==> config.mk <==
export PLATFORM = sky130hd
export DESIGN_NAME = multi_sample_transmitter
export DESIGN_NICKNAME = d
export VERILOG_FILES = /design/src/rtl/ms_serial_pkg.sv /design/src/rtl/baud_tick_counter.sv /design/src/rtl/multi_sample_transmitter.sv
export SDC_FILE = /design/constraint.sdc
export NUM_CORES = 1
export LEC_CHECK = 0
export CORE_AREA = 2 2 79 81
export DETAILED_ROUTE_END_ITERATION = 7
export DIE_AREA = 0 0 81 83
export PLACE_DENSITY_LB_ADDON = 0.2
export SLEW_MARGIN = 20
export SYNTH_ARGS = -nofsm -noshare
export SYNTH_HDL_FRONTEND = slang
export SYNTH_SLANG_ARGS = --single-unit
==> constraint.sdc <==
create_clock -name clk -period 4.7 [get_ports clk]
set_clock_uncertainty 0.15 [all_clocks]
set_input_delay 0.705 -clock clk [delete_from_list [all_inputs] [get_ports clk]]
set_output_delay 0.705 -clock clk [all_outputs]
set_load 0.03 [all_outputs]
==> src/rtl/ms_serial_pkg.sv <==
// Shared definitions for the multi-sample serial link (transmit and receive sides).
// Holds the transmitter state encoding and the line-level constants.
package ms_serial_pkg;

  typedef enum logic [2:0] {
    TX_IDLE,
    TX_START,
    TX_DATA,
    TX_PARITY,
    TX_STOP
  } tx_state_t;

  localparam logic LINE_IDLE   = 1'b1;
  localparam logic START_LEVEL = 1'b0;

endpackage

==> src/rtl/baud_tick_counter.sv <==
// Loadable bit-period down-counter. The tick output is registered and is high
// exactly while the count sits at 0, i.e. during the last clock of a bit period.
module baud_tick_counter #(
  parameter int W = 16
) (
  input  logic         clk,
  input  logic         rst,
  input  logic         i_load,
  input  logic [W-1:0] i_load_val,
  input  logic         i_en,
  output logic         o_tick,
  output logic [W-1:0] o_count
);

  logic [W-1:0] r_count;
  logic         r_tick;

  always_ff @(posedge clk) begin
    if (rst) begin
      r_count <= '0;
      r_tick  <= 1'b0;
    end else if (i_load) begin
      r_count <= i_load_val;
      r_tick  <= (i_load_val == '0);
    end else if (i_en && (r_count != '0)) begin
      r_count <= r_count - 1'b1;
      r_tick  <= (r_count == W'(1));
    end
  end

  assign o_tick  = r_tick;
  assign o_count = r_count;

endmodule

==> src/rtl/multi_sample_transmitter.sv <==
// Asynchronous frame serialiser: start bit, LSB-first data, optional parity,
// one or two stop bits. Frame settings are latched when a word is accepted.
module multi_sample_transmitter
  import ms_serial_pkg::*;
#(
  parameter int BAUD_WIDTH = 16,
  parameter int DATA_WIDTH = 8
) (
  input  logic                  clk,
  input  logic                  rst,
  input  logic [DATA_WIDTH-1:0] tx_data,
  input  logic                  tx_valid,
  output logic                  tx_ready,
  output logic                  tx_busy,
  output logic                  txd,
  input  logic [BAUD_WIDTH-1:0] clk_per_baud,
  input  logic                  parity_en,
  input  logic                  parity_odd,
  input  logic                  stop_2,
  output tx_state_t             dbg_state
);

  localparam int BCW = $clog2(DATA_WIDTH + 1);

  tx_state_t             r_state, w_state_nxt;
  logic [DATA_WIDTH-1:0] r_shift, w_shift_nxt;
  logic [BCW-1:0]        r_bit_cnt, w_bit_cnt_nxt, w_stop_n;
  logic [BAUD_WIDTH-1:0] r_nm1, w_in_nm1, w_load_val, w_count;
  logic                  r_par_en, r_parity, r_stop2;
  logic                  r_txd, r_ready, r_busy;
  logic                  w_tick, w_accept, w_adv, w_txd_nxt, w_tick_nxt, w_ready_nxt;

  // Handshake: a word transfers on a rising edge where tx_valid and tx_ready are
  // both high. tx_ready is registered, so it never depends on tx_valid.
  assign w_accept   = tx_valid && r_ready;
  assign w_adv      = (r_state == TX_IDLE) ? w_accept : w_tick;
  assign w_in_nm1   = (clk_per_baud == '0) ? '0 : clk_per_baud - 1'b1;
  assign w_load_val = w_accept ? w_in_nm1 : r_nm1;
  assign w_stop_n   = r_stop2 ? BCW'(2) : BCW'(1);

  baud_tick_counter #(.W(BAUD_WIDTH)) u_baud (
    .clk        (clk),
    .rst        (rst),
    .i_load     (w_adv),
    .i_load_val (w_load_val),
    .i_en       (r_state != TX_IDLE),
    .o_tick     (w_tick),
    .o_count    (w_count)
  );

  always_comb begin
    w_state_nxt   = r_state;
    w_shift_nxt   = r_shift;
    w_bit_cnt_nxt = r_bit_cnt;
    w_txd_nxt     = r_txd;
    if (w_adv) begin
      case (r_state)
        TX_IDLE: begin
          w_state_nxt = TX_START;
          w_shift_nxt = tx_data;
          w_txd_nxt   = START_LEVEL;
        end
        TX_START: begin
          w_state_nxt   = TX_DATA;
          w_txd_nxt     = r_shift[0];
          w_shift_nxt   = r_shift >> 1;
          w_bit_cnt_nxt = BCW'(1);
        end
        TX_DATA: begin
          if (r_bit_cnt == BCW'(DATA_WIDTH)) begin
            if (r_par_en) begin
              w_state_nxt = TX_PARITY;
              w_txd_nxt   = r_parity;
            end else begin
              w_state_nxt   = TX_STOP;
              w_txd_nxt     = LINE_IDLE;
              w_bit_cnt_nxt = BCW'(1);
            end
          end else begin
            w_txd_nxt     = r_shift[0];
            w_shift_nxt   = r_shift >> 1;
            w_bit_cnt_nxt = r_bit_cnt + 1'b1;
          end
        end
        TX_PARITY: begin
          w_state_nxt   = TX_STOP;
          w_txd_nxt     = LINE_IDLE;
          w_bit_cnt_nxt = BCW'(1);
        end
        TX_STOP: begin
          // The last stop bit may chain straight into the next start bit.
          if (r_bit_cnt == w_stop_n) begin
            if (w_accept) begin
              w_state_nxt = TX_START;
              w_shift_nxt = tx_data;
              w_txd_nxt   = START_LEVEL;
            end else begin
              w_state_nxt = TX_IDLE;
              w_txd_nxt   = LINE_IDLE;
            end
          end else begin
            w_bit_cnt_nxt = r_bit_cnt + 1'b1;
          end
        end
        default: begin
          w_state_nxt = TX_IDLE;
          w_txd_nxt   = LINE_IDLE;
        end
      endcase
    end
  end

  // Predict next cycle's tick so tx_ready can be registered yet still line up
  // with the final clock of the last stop bit.
  always_comb begin
    w_tick_nxt = w_tick;
    if (w_adv) begin
      w_tick_nxt = (w_load_val == '0);
    end else if ((r_state != TX_IDLE) && (w_count != '0)) begin
      w_tick_nxt = (w_count == BAUD_WIDTH'(1));
    end
    w_ready_nxt = (w_state_nxt == TX_IDLE) ||
                  ((w_state_nxt == TX_STOP) && (w_bit_cnt_nxt == w_stop_n) && w_tick_nxt);
  end

  always_ff @(posedge clk) begin
    if (rst) begin
      r_state   <= TX_IDLE;
      r_shift   <= '0;
      r_bit_cnt <= '0;
      r_nm1     <= '0;
      r_par_en  <= 1'b0;
      r_parity  <= 1'b0;
      r_stop2   <= 1'b0;
      r_txd     <= LINE_IDLE;
      r_ready   <= 1'b0;
      r_busy    <= 1'b0;
    end else begin
      r_state   <= w_state_nxt;
      r_shift   <= w_shift_nxt;
      r_bit_cnt <= w_bit_cnt_nxt;
      r_txd     <= w_txd_nxt;
      r_ready   <= w_ready_nxt;
      r_busy    <= (w_state_nxt != TX_IDLE);
      if (w_accept) begin
        r_nm1    <= w_in_nm1;
        r_par_en <= parity_en;
        r_parity <= (^tx_data) ^ parity_odd;
        r_stop2  <= stop_2;
      end
    end
  end

  assign tx_ready  = r_ready;
  assign tx_busy   = r_busy;
  assign txd       = r_txd;
  assign dbg_state = r_state;

endmodule

After elaboration in Yosys (flattened, before gate mapping)
Cells that the tools add are included.
- register bits after elaboration: 54
- latch bits: 0
- bits in writable memories: 0
- memory bits (read-only): 0
- input port bits: 30
- output and inout bits: 6
- logic and storage cells: 74
- memories kept: 0
- $add $sub $neg: 3
- $mul: 0
- divide/modulo/power cells: 0
- order comparisons: 0
- eq/ne operators: 12
- shifts and indexed selects: 0
- multiplexer cells: 28
- bitwise operators: 1
- reductions and logical operators: 18
- operator list (kind ; number):
    $mux W16 ; 4
    $logic_not A16 Y1 ; 2
    $pmux W8 S4 ; 1
    $sub A16 B1 Y16 const B ; 2
    $mux W8 ; 3
    $eq A16 B1 Y1 const B ; 1
    $mux W4 ; 4
    $reduce_bool A16 Y1 ; 1
    $pmux W3 S5 ; 1
    $mux W3 ; 4
    $pmux W4 S3 ; 1
    $eq A4 B2 Y1 ; 2
    $mux W1 ; 8
    $reduce_xor A8 Y1 ; 1
    $eq A3 B2 Y1 const B ; 2
    $eq A3 B3 Y1 const B ; 2
    $logic_not A3 Y1 ; 2
    $ne A2 B2 Y1 const B ; 3
    $reduce_bool A3 Y1 ; 2
    $reduce_and A5 Y1 ; 1
    $add A4 B1 Y4 const B ; 1
    $eq A4 B4 Y1 const B ; 1
    $logic_and A1 B1 Y1 ; 4
    $pmux W1 S4 ; 1
    8 further kinds ; 8

Logic depth before layout (Yosys ltp)
- word-level depth: 9
- mapped depth: 11
- mapped depth without buffers: 9

Cells and area by module
Synthesis repeated with hierarchy kept, for this count alone.
- cells, all modules: 458
- area, all modules: 3540.9 µm²
- modules (own cells, without submodules) (module ; instances ; cells each ; area an instance (µm²) ; seq. area each (µm²)):
    multi_sample_transmitter ; 1 ; 326 ; 2467.4 ; 740.7
    baud_tick_counter ; 1 ; 132 ; 1073.5 ; 340.3

Least setup slack after synthesis
No wires, ideal clock.
- kind: input to register
- start: in clk_per_baud[3]
- end: reg u_baud.r_tick, in the netlist u_baud.o_tick
- setup time: 0.128 ns
- arrival: 2.397 ns
- required time: 4.422 ns
- path slack: 2.026 ns
- stages on the path: 8
- buffers on the path: 2
- cell sequence: buf_6 > or4_1 > buf_2 > or4_4 > a31oi_4 > a2111oi_2 > a21oi_1 > nor2_1
- cells in the longest elaborated chain, start to end: 5
- elaborated cells between the ends (all ways): 6
- classes of those cells: add/sub (1); mux (3); reduce/logical (2)
- ends and longest elaborated chain (element ; line ; text):
    start: declaration ; multi_sample_transmitter.sv:16 ; input logic [BAUD_WIDTH-1:0] clk_per_baud,
    $sub A16 B1 Y16 or $logic_not A16 Y1 (tied branches) ; multi_sample_transmitter.sv:37 ; assign w_in_nm1 = (clk_per_baud == '0) ? '0 : clk_per_baud - 1'b1;
    $mux W16 * ; multi_sample_transmitter.sv:37 ;
    $mux W16 * ; - ;
    $logic_not A16 Y1 * ; baud_tick_counter.sv:24 ; r_tick <= (i_load_val == '0);
    $mux W1 * ; baud_tick_counter.sv:22 ; end else if (i_load) begin
    end signal: assignment ; baud_tick_counter.sv:24 ;
    end signal: assignment ; baud_tick_counter.sv:27 ; r_tick <= (r_count == W'(1));
    end: declaration ; baud_tick_counter.sv:16 ; logic r_tick;
Every way passes the cells marked *; elsewhere a longest branch is shown, timed or not.
A chain may end at the register's enable or synchronous reset.

Worst setup path after layout
- start: in clk_per_baud[0]
- end: reg u_baud.r_count[12], in the netlist u_baud.o_count[12]
- cells in the longest elaborated chain, start to end: 4
- elaborated cells between the ends (all ways): 5
- classes of those cells: add/sub (1); mux (3); reduce/logical (1)
- ends and longest elaborated chain (element ; line ; text):
    $sub A16 B1 Y16 or $logic_not A16 Y1 (tied branches) ; multi_sample_transmitter.sv:37 ;
    $mux W16 * ; multi_sample_transmitter.sv:37 ;
    $mux W16 * ; - ;
    $mux W16 * ; baud_tick_counter.sv:22 ;
    end signal: assignment ; baud_tick_counter.sv:23 ; r_count <= i_load_val;
    end signal: assignment ; baud_tick_counter.sv:26 ; r_count <= r_count - 1'b1;
    end: declaration ; baud_tick_counter.sv:15 ; logic [W-1:0] r_count;
Marked as above.

==> results.tsv <==
metric	value	unit
gp_congestion	0.8857	
via_count	3422	
worst_ep_arrival_time	3.35	ns
ys_warn_count	0	
synth_cell_types	72	
cts_root_buffer	clkbuf_8	
cts-htree-levels	2	
wirelength	8.601	mm
postCtsHoldBufs	0	
synthCells	453	
dpl_cell_area	3862	sq um
power_density	359.4	nW/um^2
n_antenna_cell	0	
period_share	0.6986	
synth-seq-cells	54	
finalSetupViolCount	0	
gr-total-overflow	0	
die_w	81	um
rows	28	
p_leak	1.356	nW
cts_resized	0	
area_growth	11.22	%
synth_edf_count	0	
fin_ws	1.416	ns
start_util	0.6114	
syn-num-nets	488	
power	1.421	mW
dp_hpwl	6.136	mm
cp-start-kind	primary input	
fin_tns_setup	0	ns
drc	0	
fin_cells	543	
grt_max_degree	56	
period_minus_slack	3.284	ns
place_ws	1.128	ns
finalMaxSlewViolations	0	
cap_violations	0	
cts_setup_buffers	0	
drive_gt1_frac	0.08120	
die_y	83	um
die_area	6723	sq um
cts.sinks	54	
crit_fanout	8	
clock_path_buffers	2	
synthesis.area	3556	sq um
ys_seq_area_frac	0.3040	
finalCoreUtilization	0.6801	
end_kind	flop	
ant_nets	0	
core	5816	sq um
synthFlopType	dfxtp_1	
io_buffers	35	
io_pins	36	
clkLatencyLatePin	0.33	ns
drt-initial-drc-count	241	
outcome	complete, no violations	
clk_pin_slew_worst_paths	0.12	ns
required	4.77	ns
dp_cells	535	
crit_type	primary input to flop	
relSlewSlack	0.3262	
antenna_found_initial	0	
wl_per_cell	15.84	um
peakVddDrop	0.2980	mV
hold_ws	0.3129	ns
async_flop_share	0	
avgSynthCellArea	7.850	sq um
hold_class	flop to flop	
cts_inserted_buffers	5	
cts_tree	done	
grt_pass1_wl	14.19	mm
fin_area	3955	sq um
hold_viol	0	
fin_nets	502	
fmaxAchievable	304.5	MHz
viasPerCell	6.302	
dr.pass1.iters	6	
grt_pass1_vias	3041	
worstMarginPinSlew	1.011	ns
rsz0062_at_grt	false	
grt_use_total	0.2584	
-- placed cells by master, fill, tap and decap left out, types with 3 or more instances in the layout --
cell / count
nor2_1: 62
dfxtp_1: 54
clkdlybuf4s50_1: 34
a21oi_1: 32
nand2_1: 31
o21ai_0: 24
nor3_1: 14
xnor2_1: 13
a211oi_1: 13
nor2b_1: 13
inv_1: 12
nor4_1: 12
mux2i_1: 11
nand3b_1: 7
nand4_1: 7
xor2_1: 7
nand3_1: 7
a31oi_1: 6
or2_2: 5
nor3b_1: 5
ha_1: 5
clkbuf_8: 5
and2_1: 4
a32oi_1: 4
nand2b_1: 4
or3_1: 4
buf_4: 4
o31a_1: 3
nor4b_1: 3
a22oi_1: 3
a221oi_1: 3
-- cell type report --
class,count,area [sq um]
fill,513,1861
clock inverter,3,23.77
multi-input combinational,355,2267
tap,75,93.84
timing repair buffer,39,375.4
inverter,12,45.04
sequential,54,1081
clock buffer,5,68.82
-- worst paths after layout --
kind | start | to | slack, ns | cells after the start
max | clk_per_baud[0] | u_baud.o_count[12]$_SDFFE_PP0P_ | 1.42 | 10
min | r_parity$_SDFFE_PP0P_ | r_parity$_SDFFE_PP0P_ | 0.31 | 2
max reg2reg | dbg_state[1]$_SDFF_PP0_ | r_shift[4]$_SDFFE_PP0P_ | 2.10 | 6
min reg2reg | r_parity$_SDFFE_PP0P_ | r_parity$_SDFFE_PP0P_ | 0.31 | 2
-- power breakdown --
group | switching [mW] | internal (mW) | total, mW
combinational | 0.325 | 0.243 | 0.567
sequential | 0.0652 | 0.517 | 0.583
clock | 0.164 | 0.107 | 0.271
-- sequential cells by signal (all words and copies together), names as in the netlist --
name / cells
u_baud.o_count: 16
r_bit_cnt: 4
txd: 1
r_par_en: 1
tx_ready: 1
u_baud.o_tick: 1
r_nm1: 16
r_parity: 1
tx_busy: 1
r_shift: 8
dbg_state: 3
r_stop2: 1
-- critical path, cell delays in order --
cell and delay, ns:
clkdlybuf4s50_1 0.53, inv_1 0.10, ha_1 0.24, nor3b_1 0.67, nand4_1 0.24, or3_1 0.37, xor2_1 0.17, nor2_1 0.06
a21oi_1 0.18, a21oi_1 0.10
-- cells by family after synthesis --
group / Yosys count / synth area share
buffers and inverters: 44 / 0.05840
DFF: 54 / 0.3040
and+or+nand+nor: 197 / 0.3005
adders and majority gates: 5 / 0.01759
AOI/OAI and AO/OA: 122 / 0.2393
xor gates and xnor gates: 20 / 0.04926
muxes: 11 / 0.03097
-- cell usage after synthesis (4+ instances only) --
master	number	share of area
xnor2_1	13	0.032
and2_1	4	0.0070
xor2_1	7	0.017
nand2_1	31	0.033
nor4_1	12	0.021
nor2_1	62	0.065
a31oi_1	6	0.011
a32oi_1	4	0.0099
a21oi_1	32	0.045
a211oi_1	13	0.027
nand3_1	7	0.0099
o21ai_0	24	0.034
buf_2	7	0.0099
clkbuf_1	18	0.019
ha_1	5	0.018
nand4_1	7	0.012
nor3_1	14	0.020
dfxtp_1	54	0.30
or3_1	4	0.0070
inv_1	12	0.013
mux2i_1	11	0.031
nand3b_1	7	0.015
nor2b_1	13	0.023
nor3b_1	5	0.011
nand2b_1	4	0.0070
or2_2	5	0.0088
-- routing by layer --
layer / part of all wire / routed length (um) / vias to the layer above / track usage
li1: - / - / 1690 / -
met1: 0.48 / 4171 / 1604 / 0.3805
met2: 0.45 / 3836 / 116 / 0.3929
met3: 0.055 / 474 / 12 / 0.04130
met4: 0.014 / 119 / 0 / 0.06163
met5: 0 / 0 / - / 0
Power figures use the tool's default switching activity.
